--- src/rtl/pe_affine_cell.sv ---
// Registered affine-gap (Gotoh) systolic processing element: holds one query base and
// scores one DP row against a streamed reference, tracking the row maximum and its column.
module pe_affine_cell #(
   parameter int unsigned WIDTH    = 14,
   parameter int          GAP_OPEN = -12,
   parameter int          GAP_EXT  = -1,
   parameter int unsigned COL_W    = 10,
   parameter logic [127:0] SUB     = 128'h04FDFFFC_FD04FCFF_FFFC04FD_FCFFFD03
) (
   input  logic                    i_clk,
   input  logic                    i_rst_n,
   input  logic                    i_load,
   input  logic [1:0]              i_q_base,
   input  logic                    i_mode,
   input  logic                    i_start,
   input  logic signed [WIDTH-1:0] i_v_left_init,
   input  logic signed [WIDTH-1:0] i_i_left_init,
   input  logic signed [WIDTH-1:0] i_v_diag_init,
   input  logic                    i_valid,
   input  logic [1:0]              i_r_base,
   input  logic signed [WIDTH-1:0] i_v_top,
   input  logic signed [WIDTH-1:0] i_d_top,
   output logic                    o_valid,
   output logic [1:0]              o_r_base,
   output logic signed [WIDTH-1:0] o_v_score,
   output logic signed [WIDTH-1:0] o_d_score,
   output logic signed [WIDTH-1:0] o_i_score,
   output logic [1:0]              o_v_direct,
   output logic                    o_i_direct,
   output logic                    o_d_direct,
   output logic signed [WIDTH-1:0] o_max_score,
   output logic [COL_W-1:0]        o_max_col
);

   localparam int unsigned XW = WIDTH + 1;

   localparam logic signed [WIDTH-1:0] S_MIN   = {1'b1, {(WIDTH-1){1'b0}}};
   localparam logic signed [WIDTH-1:0] S_MAX   = {1'b0, {(WIDTH-1){1'b1}}};
   localparam logic signed [WIDTH:0]   S_MIN_X = {2'b11, {(WIDTH-1){1'b0}}};
   localparam logic signed [WIDTH:0]   S_MAX_X = {2'b00, {(WIDTH-1){1'b1}}};
   localparam logic signed [WIDTH:0]   GO_X    = XW'(GAP_OPEN);
   localparam logic signed [WIDTH:0]   GE_X    = XW'(GAP_EXT);
   localparam logic [COL_W-1:0]        COL_MAX = {COL_W{1'b1}};

   localparam logic [1:0] DIR_DIAG = 2'd0;
   localparam logic [1:0] DIR_TOP  = 2'd1;
   localparam logic [1:0] DIR_LEFT = 2'd2;
   localparam logic [1:0] DIR_STOP = 2'd3;

   // Add at WIDTH+1 bits, then clamp into the WIDTH signed range.
   function automatic logic signed [WIDTH-1:0] sat_add(input logic signed [WIDTH-1:0] a,
                                                       input logic signed [WIDTH:0]   b);
      logic signed [WIDTH:0]   s;
      logic signed [WIDTH-1:0] r;
      s = $signed({a[WIDTH-1], a}) + b;
      if (s > S_MAX_X)      r = S_MAX;
      else if (s < S_MIN_X) r = S_MIN;
      else                  r = s[WIDTH-1:0];
      return r;
   endfunction

   // Internal state
   logic [1:0]              q_base_q, q_base_d;
   logic                    mode_q, mode_d;
   logic signed [WIDTH-1:0] v_left_q, v_left_d;
   logic signed [WIDTH-1:0] i_left_q, i_left_d;
   logic signed [WIDTH-1:0] v_diag_q, v_diag_d;
   logic [COL_W-1:0]        col_q, col_d;

   // Output registers
   logic                    valid_q, valid_d;
   logic [1:0]              r_base_q, r_base_d;
   logic signed [WIDTH-1:0] v_score_q, v_score_d;
   logic signed [WIDTH-1:0] d_score_q, d_score_d;
   logic signed [WIDTH-1:0] i_score_q, i_score_d;
   logic [1:0]              v_dir_q, v_dir_d;
   logic                    i_dir_q, i_dir_d;
   logic                    d_dir_q, d_dir_d;
   logic signed [WIDTH-1:0] max_q, max_d;
   logic [COL_W-1:0]        max_col_q, max_col_d;

   // Working values for the current beat
   logic signed [7:0]       sub_tab [16];
   logic [3:0]              sub_idx;
   logic signed [WIDTH:0]   sub_x;
   logic                    cur_mode;
   logic signed [WIDTH-1:0] cur_v_left, cur_i_left, cur_v_diag, cur_max;
   logic [COL_W-1:0]        cur_col, cur_max_col;
   logic signed [WIDTH-1:0] vd, it1, it2, ival, dt1, dt2, dval, vsel;
   logic [1:0]              vdir;

   always_comb begin
      for (int k = 0; k < 16; k++) begin
         sub_tab[k] = SUB[8*k +: 8];
      end
   end

   // Next-state: a start overrides the pass state before the same-cycle beat is scored.
   always_comb begin
      q_base_d  = q_base_q;
      mode_d    = mode_q;
      v_left_d  = v_left_q;
      i_left_d  = i_left_q;
      v_diag_d  = v_diag_q;
      col_d     = col_q;
      valid_d   = i_valid;
      r_base_d  = r_base_q;
      v_score_d = v_score_q;
      d_score_d = d_score_q;
      i_score_d = i_score_q;
      v_dir_d   = v_dir_q;
      i_dir_d   = i_dir_q;
      d_dir_d   = d_dir_q;
      max_d     = max_q;
      max_col_d = max_col_q;

      cur_mode    = i_start ? i_mode        : mode_q;
      cur_v_left  = i_start ? i_v_left_init : v_left_q;
      cur_i_left  = i_start ? i_i_left_init : i_left_q;
      cur_v_diag  = i_start ? i_v_diag_init : v_diag_q;
      cur_col     = i_start ? '0            : col_q;
      cur_max     = i_start ? (i_mode ? '0 : S_MIN) : max_q;
      cur_max_col = i_start ? '0            : max_col_q;

      sub_idx = {q_base_q, i_r_base};
      sub_x   = {{(WIDTH-7){sub_tab[sub_idx][7]}}, sub_tab[sub_idx]};
      vd      = sat_add(cur_v_diag, sub_x);
      it1     = sat_add(cur_i_left == cur_i_left ? cur_v_left : cur_v_left, GO_X);
      it2     = sat_add(cur_i_left, GE_X);
      ival    = (it1 > it2) ? it1 : it2;
      dt1     = sat_add(i_v_top, GO_X);
      dt2     = sat_add(i_d_top, GE_X);
      dval    = (dt1 > dt2) ? dt1 : dt2;

      if (vd >= ival && vd >= dval) begin
         vsel = vd;
         vdir = DIR_DIAG;
      end else if (ival >= dval) begin
         vsel = ival;
         vdir = DIR_LEFT;
      end else begin
         vsel = dval;
         vdir = DIR_TOP;
      end
      if (cur_mode && vsel[WIDTH-1]) begin
         vsel = '0;
         vdir = DIR_STOP;
      end

      if (i_load) q_base_d = i_q_base;

      if (i_start) begin
         mode_d    = cur_mode;
         v_left_d  = cur_v_left;
         i_left_d  = cur_i_left;
         v_diag_d  = cur_v_diag;
         col_d     = cur_col;
         max_d     = cur_max;
         max_col_d = cur_max_col;
      end

      if (i_valid) begin
         r_base_d  = i_r_base;
         v_score_d = vsel;
         d_score_d = dval;
         i_score_d = ival;
         v_dir_d   = vdir;
         i_dir_d   = (it1 > it2);
         d_dir_d   = (dt1 > dt2);
         v_left_d  = vsel;
         i_left_d  = ival;
         v_diag_d  = i_v_top;
         col_d     = (cur_col == COL_MAX) ? cur_col : cur_col + COL_W'(1);
         if (vsel > cur_max) begin
            max_d     = vsel;
            max_col_d = cur_col;
         end
      end
   end

   always_ff @(posedge i_clk or negedge i_rst_n) begin
      if (!i_rst_n) begin
         q_base_q  <= '0;
         mode_q    <= 1'b0;
         v_left_q  <= S_MIN;
         i_left_q  <= S_MIN;
         v_diag_q  <= '0;
         col_q     <= '0;
         valid_q   <= 1'b0;
         r_base_q  <= '0;
         v_score_q <= '0;
         d_score_q <= '0;
         i_score_q <= '0;
         v_dir_q   <= '0;
         i_dir_q   <= 1'b0;
         d_dir_q   <= 1'b0;
         max_q     <= '0;
         max_col_q <= '0;
      end else begin
         q_base_q  <= q_base_d;
         mode_q    <= mode_d;
         v_left_q  <= v_left_d;
         i_left_q  <= i_left_d;
         v_diag_q  <= v_diag_d;
         col_q     <= col_d;
         valid_q   <= valid_d;
         r_base_q  <= r_base_d;
         v_score_q <= v_score_d;
         d_score_q <= d_score_d;
         i_score_q <= i_score_d;
         v_dir_q   <= v_dir_d;
         i_dir_q   <= i_dir_d;
         d_dir_q   <= d_dir_d;
         max_q     <= max_d;
         max_col_q <= max_col_d;
      end
   end

   assign o_valid     = valid_q;
   assign o_r_base    = r_base_q;
   assign o_v_score   = v_score_q;
   assign o_d_score   = d_score_q;
   assign o_i_score   = i_score_q;
   assign o_v_direct  = v_dir_q;
   assign o_i_direct  = i_dir_q;
   assign o_d_direct  = d_dir_q;
   assign o_max_score = max_q;
   assign o_max_col   = max_col_q;

endmodule

--- config.mk ---
export PLATFORM = sky130hd
export DESIGN_NAME = pe_affine_cell
export DESIGN_NICKNAME = d
export VERILOG_FILES = /design/src/rtl/pe_affine_cell.sv
export SDC_FILE = /design/constraint.sdc
export NUM_CORES = 1
export LEC_CHECK = 0
export BUFFER_PORTS_ARGS = -buffer_cell sky130_fd_sc_hd__buf_4
export CORE_UTILIZATION = 60
export DETAILED_ROUTE_END_ITERATION = 12
export HOLD_SLACK_MARGIN = 0.08
export PLACE_DENSITY = 0.89
export SYNTH_ARGS = -nofsm -noshare
export SYNTH_HDL_FRONTEND = slang
export SYNTH_SLANG_ARGS = --single-unit
--- constraint.sdc ---
create_clock -name i_clk -period 10.8 [get_ports i_clk]
set_input_delay 1.08 -clock i_clk [delete_from_list [all_inputs] [get_ports i_clk]]
set_output_delay 1.08 -clock i_clk [all_outputs]
set_load 0.005 [all_outputs]
# Word-level counts from Yosys, hierarchy flattened
# Memories as Yosys holds them, arrays and structs flattened.
# Cells that the tools add are included.
# word_totals
in_bits	80
memories	1
output_inout_bits	73
reg_bits	128
rom_bits	128
# classes
eq_ne	1
bitwise	1
n_reduce_logical	3
add_sub_neg	6
n_lt_le_gt_ge	17
muxes	42
# mem_list
memory	depth	width	rd	rd_clocked_by_memory_dff	wr	line_no	text
(no name shown)	16	8	1	0	0	126	sub_x = {{(WIDTH-7){sub_tab[sub_idx][7]}}, sub_tab[sub_idx]};
# ops
cell	count
two-way mux 14 bit	29
> comparator 15 x 14 -> 1 bit (second input constant)	5
< comparator 15 x 14 -> 1 bit (second input constant)	5
two-way mux 10 bit	7
greater-or-equal comparator 14 bit	3
> comparator 14 bit	3
adder 14 x 1 -> 15 bit (second input constant)	2
adder 14 x 5 -> 15 bit (second input constant)	2
two-way mux 8 bit	2
adder 14 x 8 -> 15 bit	1
adder 10 x 1 -> 10 bit (second input constant)	1
== test 10 bit (second input constant)	1
two-way mux 2 bit	3
greater-or-equal comparator 5 bit (second input constant)	1
inverter 4 -> 5 bit	1
logical AND 1 bit	2
nonzero test 2 bit	1
two-way mux 1 bit	1

# Depth between registers and ports, before layout
# depth
ltp_word	16
depth_mapped	56

# Worst setup path after synthesis
# No wires, ideal clock.
# synth_path
kind	input -> register
from	input port i_start
to	register max_col_q[4], in the netlist o_max_col[4]
path_buffers	13
setup_slack_ns	-1.553
arrival_time_ns	12.221
setup_ns	0.132
required_time_ns	10.668
cell_stages	52
path_cell_list	buf_6 buf_6 buf_6 buf_4 clkbuf_1 buf_2 clkbuf_1 buf_1 clkbuf_1 mux2_2 ha_1 or3_1 or4_1 a2111oi_0 a41oi_1 nand2_1 ha_1 o21a_1 (+16 left out) a311oi_1 o211a_1 o21ai_0 and3_1 a2111oi_4 buf_6 nor2_1 ha_1 a21o_1 a21o_1 a211oi_1 o22ai_1 nor2_1 nand3_1 o2111ai_1 clkbuf_1 mux2i_1 nor2_1
# synth_via
elab_chain_len	15
# synth_lines
item	line_no	text
start, declared	15	input logic i_start,
two-way mux 14 bit (on tied branches)	118, 119	
adder 14 x 5 -> 15 bit or adder 14 x 1 -> 15 bit (tied branches)	55	s = $signed({a[WIDTH-1], a}) + b;
< comparator 15 x 14 -> 1 bit	57	else if (s < S_MIN_X) r = S_MIN;
two-way mux 14 bit	57	
two-way mux 14 bit	56	if (s > S_MAX_X) r = S_MAX;
> comparator 14 bit	130	ival = (it1 > it2) ? it1 : it2;
two-way mux 14 bit	130	
greater-or-equal comparator 14 bit (on tied branches)	138, 135	
two-way mux 14 bit or logical AND 1 bit (tied branches)	138, 135	
two-way mux 14 bit	135	if (vd >= ival && vd >= dval) begin
logical AND 1 bit	145	if (cur_mode && vsel[WIDTH-1]) begin
two-way mux 14 bit *	145	
named net vsel[3]	89	logic signed [WIDTH-1:0] vd, it1, it2, ival, dt1, dt2, dval, vsel;
> comparator 14 bit *	174	if (vsel > cur_max) begin
two-way mux 10 bit *	174	
two-way mux 10 bit *	162	if (i_valid) begin
named net max_col_d[4]	80	logic [COL_W-1:0] max_col_q, max_col_d;
end signal, assigned	215	max_col_q <= max_col_d;
end, declared	80	
# The timed path passes the listed nets; every way through them passes the cells marked *.
# A chain may end at the register's enable or synchronous reset.

# Worst setup path after layout
# layout_path
from	input port i_start
to	register max_col_q[4], in the netlist o_max_col[4]
# layout_via
elab_chain_len	15
# layout_lines
item	line_no
two-way mux 14 bit (on tied branches)	118, 119
adder 14 x 5 -> 15 bit or adder 14 x 1 -> 15 bit (tied branches)	55
< comparator 15 x 14 -> 1 bit	57
two-way mux 14 bit	57
two-way mux 14 bit	56
> comparator 14 bit	130
two-way mux 14 bit *	130
named net ival[7]	89
(+2 left out)	--
two-way mux 14 bit *	135
logical AND 1 bit	145
two-way mux 14 bit *	145
named net vsel[3]	89
> comparator 14 bit *	174
two-way mux 10 bit *	174
two-way mux 10 bit *	162
named net max_col_d[4]	80
# Marked as above.

==> results.json <==
{
  "yosys_register_bits": 128,
  "yosysWarnings": 0,
  "num_io_pins": 153,
  "max_stage_delay_ns": 0.52,
  "drv_cap": 0,
  "critPathMaxFanout": 32,
  "track_usage_pct": 37.3,
  "area_growth_pct": 19.2,
  "tns_ns": 0,
  "dieArea_mm2": 0.0205,
  "cp-end-kind": "flip-flop",
  "cts_buffer_depth": 2,
  "vias": 11800,
  "criticalPathCategory": "primary input to flip-flop",
  "port-buffer-count": 152,
  "slew_headroom_pct": 36.0,
  "drc_errors": 0,
  "antenna_found_initial": 0,
  "timing.fmax_mhz": 99.2,
  "initial_utilization_pct": 61.3,
  "antennaDiodeCount": 0,
  "overflow": 0,
  "syn-num-nets": 1595,
  "cp.arrival_ns": 10.37,
  "cp_data_required_time_ns": 11.09,
  "ys_seq_area_share_pct": 26.8,
  "syn_area_mm2": 0.0120,
  "cts_tree": "built",
  "fill_cells": 1525,
  "min_period_over_period_pct": 93.4,
  "synth-main-ff-cell": "dfrtp_1",
  "wirelength_um": 37300,
  "drive_gt1_share_pct": 21.9,
  "stdcell_area_mm2": 0.0143,
  "netlist.area_leader.share_pct": 26.3,
  "synthDistinctLibCells": 87,
  "worst_pin_slew_ns": 0.959,
  "hold_violations": 0,
  "firstDrtPassIters": 7,
  "num-nets-final": 1759,
  "leakage_nw": 6.50,
  "start_kind": "primary input",
  "synth_cells": 1414,
  "yosys.area.top_type": "dfrtp_1",
  "post-route-min-period_ns": 10.08,
  "vias_per_cell": 6.38,
  "grt_pass1_vias": 11500,
  "clk_latency_ns": 0.44,
  "hold_buffers": 0,
  "routedWlPerCell_um": 20.1,
  "async_reset_ff_share_pct": 100,
  "power_density_mw_per_mm2": 368,
  "cpMaxStageDelayCell": "o41a_1",
  "placed_cell_area_mm2": 0.0136,
  "finClkSkew_ns": 0.0130,
  "maxSlewViolCount": 0,
  "dieWidth_um": 143,
  "placement_rows": 51,
  "ir_drop_mv": 0.287,
  "gp_congestion": 0.986,
  "die_y_um": 143,
  "cts.sinks": 128,
  "htreeDepth": 4,
  "synth_area_leaders": "dfrtp_1, ha_1, mux2i_1",
  "dpl.hpwl_um": 28500,
  "final_cell_mix": "buf_4, nor2_1, dfrtp_1, ha_1, nand2_1",
  "hold_class": "flip-flop to flip-flop",
  "cts-root-buf": "clkbuf_16",
  "rsz0062_at_grt": "no",
  "ant_nets": 0,
  "setup_viol": 0,
  "syn_avg_cell_area_um2": 8.46,
  "status": "completed",
  "layout.cells.most_common": "buf_4",
  "grt_max_degree": 85,
  "crit_top_cell": "ha_1",
  "drt_iter0_drc": 967,
  "numCtsBuffers": 17,
  "coreArea_mm2": 0.0195,
  "synth_edf_count": 0,
  "grt_pass1_wl_um": 58700,
  "path_clk_slew_ns": 0.07
}
state kept, by name, indices dropped and copies added, names as in the netlist, 2 cells and up:
name and count:
o_d_score 14, col_q 10, o_i_score 14, o_v_score 14, o_max_score 14, v_diag_q 14
o_max_col 10, o_r_base 2, o_v_direct 2, q_base_q 2, v_left_q 14, i_left_q 14
report_power, final:
part / total (W) / internal (W) / switching [W]
combinational: 0.00387 / 0.00162 / 0.00225
clock: 0.000619 / 0.000353 / 0.000266
sequential: 0.000761 / 0.000651 / 0.000110
cells by family (layout without fill, tap and decap cells):
group,after synthesis,after routing,share of synthesized area (%)
buffers and inverters,142,319,5.07
and+or+nand+nor,495,495,21.3
AOI/OAI and AO/OA,376,376,21.8
adders and majority gates,102,102,10.7
DFF,128,128,26.8
muxes,114,114,10.1
xor gates and xnor gates,57,57,4.17
repair_timing:
item | 4_1_cts | 5_1_grt
endpoints found under the setup margin | 0 | 10
setup buffers | 0 | 0
gates resized for setup | 0 | 6
Yosys cell counts (9+ instances only):
library cell  count
nand3_1          24
mux2i_1          61
nor4b_1          11
o31ai_1          45
dfrtp_1         126
a31oi_1          11
a211oi_1         29
nor4_1           23
and2_1           10
xor2_1           26
ha_1            100
or3_1            12
nand4_1          25
a21o_1           23
mux2_2           52
nand2_1          84
nor2b_1          22
inv_1            81
nor3_1           41
nand2b_1         36
and3_1           14
xnor2_1          31
a21oi_1          79
o21a_1           19
or2_2            18
clkbuf_1         44
o211ai_1         17
nor2_1          146
o21ai_0          69
buf_6             9
path summary, 6_finish.rpt:
kind / slack [ns] / startpoint / cells after the start / to
setup reg to reg: 1.31 / v_left_q[2]$_DFFE_PN0P_ / 43 / o_max_col[4]$_DFF_PN0_
hold reg to reg: 0.48 / o_v_score[4]$_DFFE_PN0P_ / 2 / o_v_score[4]$_DFFE_PN0P_
min in group asynchronous: 0.70 / i_rst_n / 1 / v_left_q[0]$_DFFE_PN0P_
hold / removal: 0.48 / o_v_score[4]$_DFFE_PN0P_ / 2 / o_v_score[4]$_DFFE_PN0P_
max in group asynchronous: 8.71 / i_rst_n / 2 / mode_q$_DFFE_PN0P_
setup / recovery: 0.72 / i_start / 44 / o_max_col[4]$_DFF_PN0_
worst max-delay path, delay by kind of cell:
kind / cells / cell delay [ns]
AO/OA/AOI/OAI: 20 / 4.35
multiplexers: 3 / 1.04
adder cells (fa/ha/maj): 4 / 1.18
AND/OR/NAND/NOR: 12 / 1.80
buffers and inverters: 5 / 0.90
metal layers:
metal	part of all wire (%)	routed length, um	global-route usage [%]
met4	3.7	1370	15.8
met3	8.1	3010	7.48
met2	47	17600	62.2
met1	41	15300	46.8
met5	0	0	0
metrics by stage:
| stage | setup WS, ns | instances | utilization, % | total power, W | hold WS (ns) |
|---|---|---|---|---|---|
| finish | 0.717 | 1856 | 73.1 | 0.00525 | 0.483 |
| global route | 0.0219 | 1856 | 73.1 | 0.00559 | 0.508 |
| CTS | 0.709 | 1856 | 73.0 | 0.00515 | 0.485 |
| detailed placement | 0.352 | 1824 | 69.8 | 0.00449 | 0.470 |
| global placement | 0.491 | 1824 | 69.8 | 0.00441 | 0.468 |
| floorplan | 0.0170 | 1414 | - | 0.00322 | 0.474 |
cell type report:
class	instances	area, um^2	area share [%]
multi-input combinational	1144	8240	57.7
inverter	81	304	2.13
clock buffer	17	425	2.98
sequential	128	3210	22.5
timing repair buffer	206	1570	11.0
tap	265	332	2.32
clock inverter	15	196	1.38
Power figures use the tool's default switching activity.
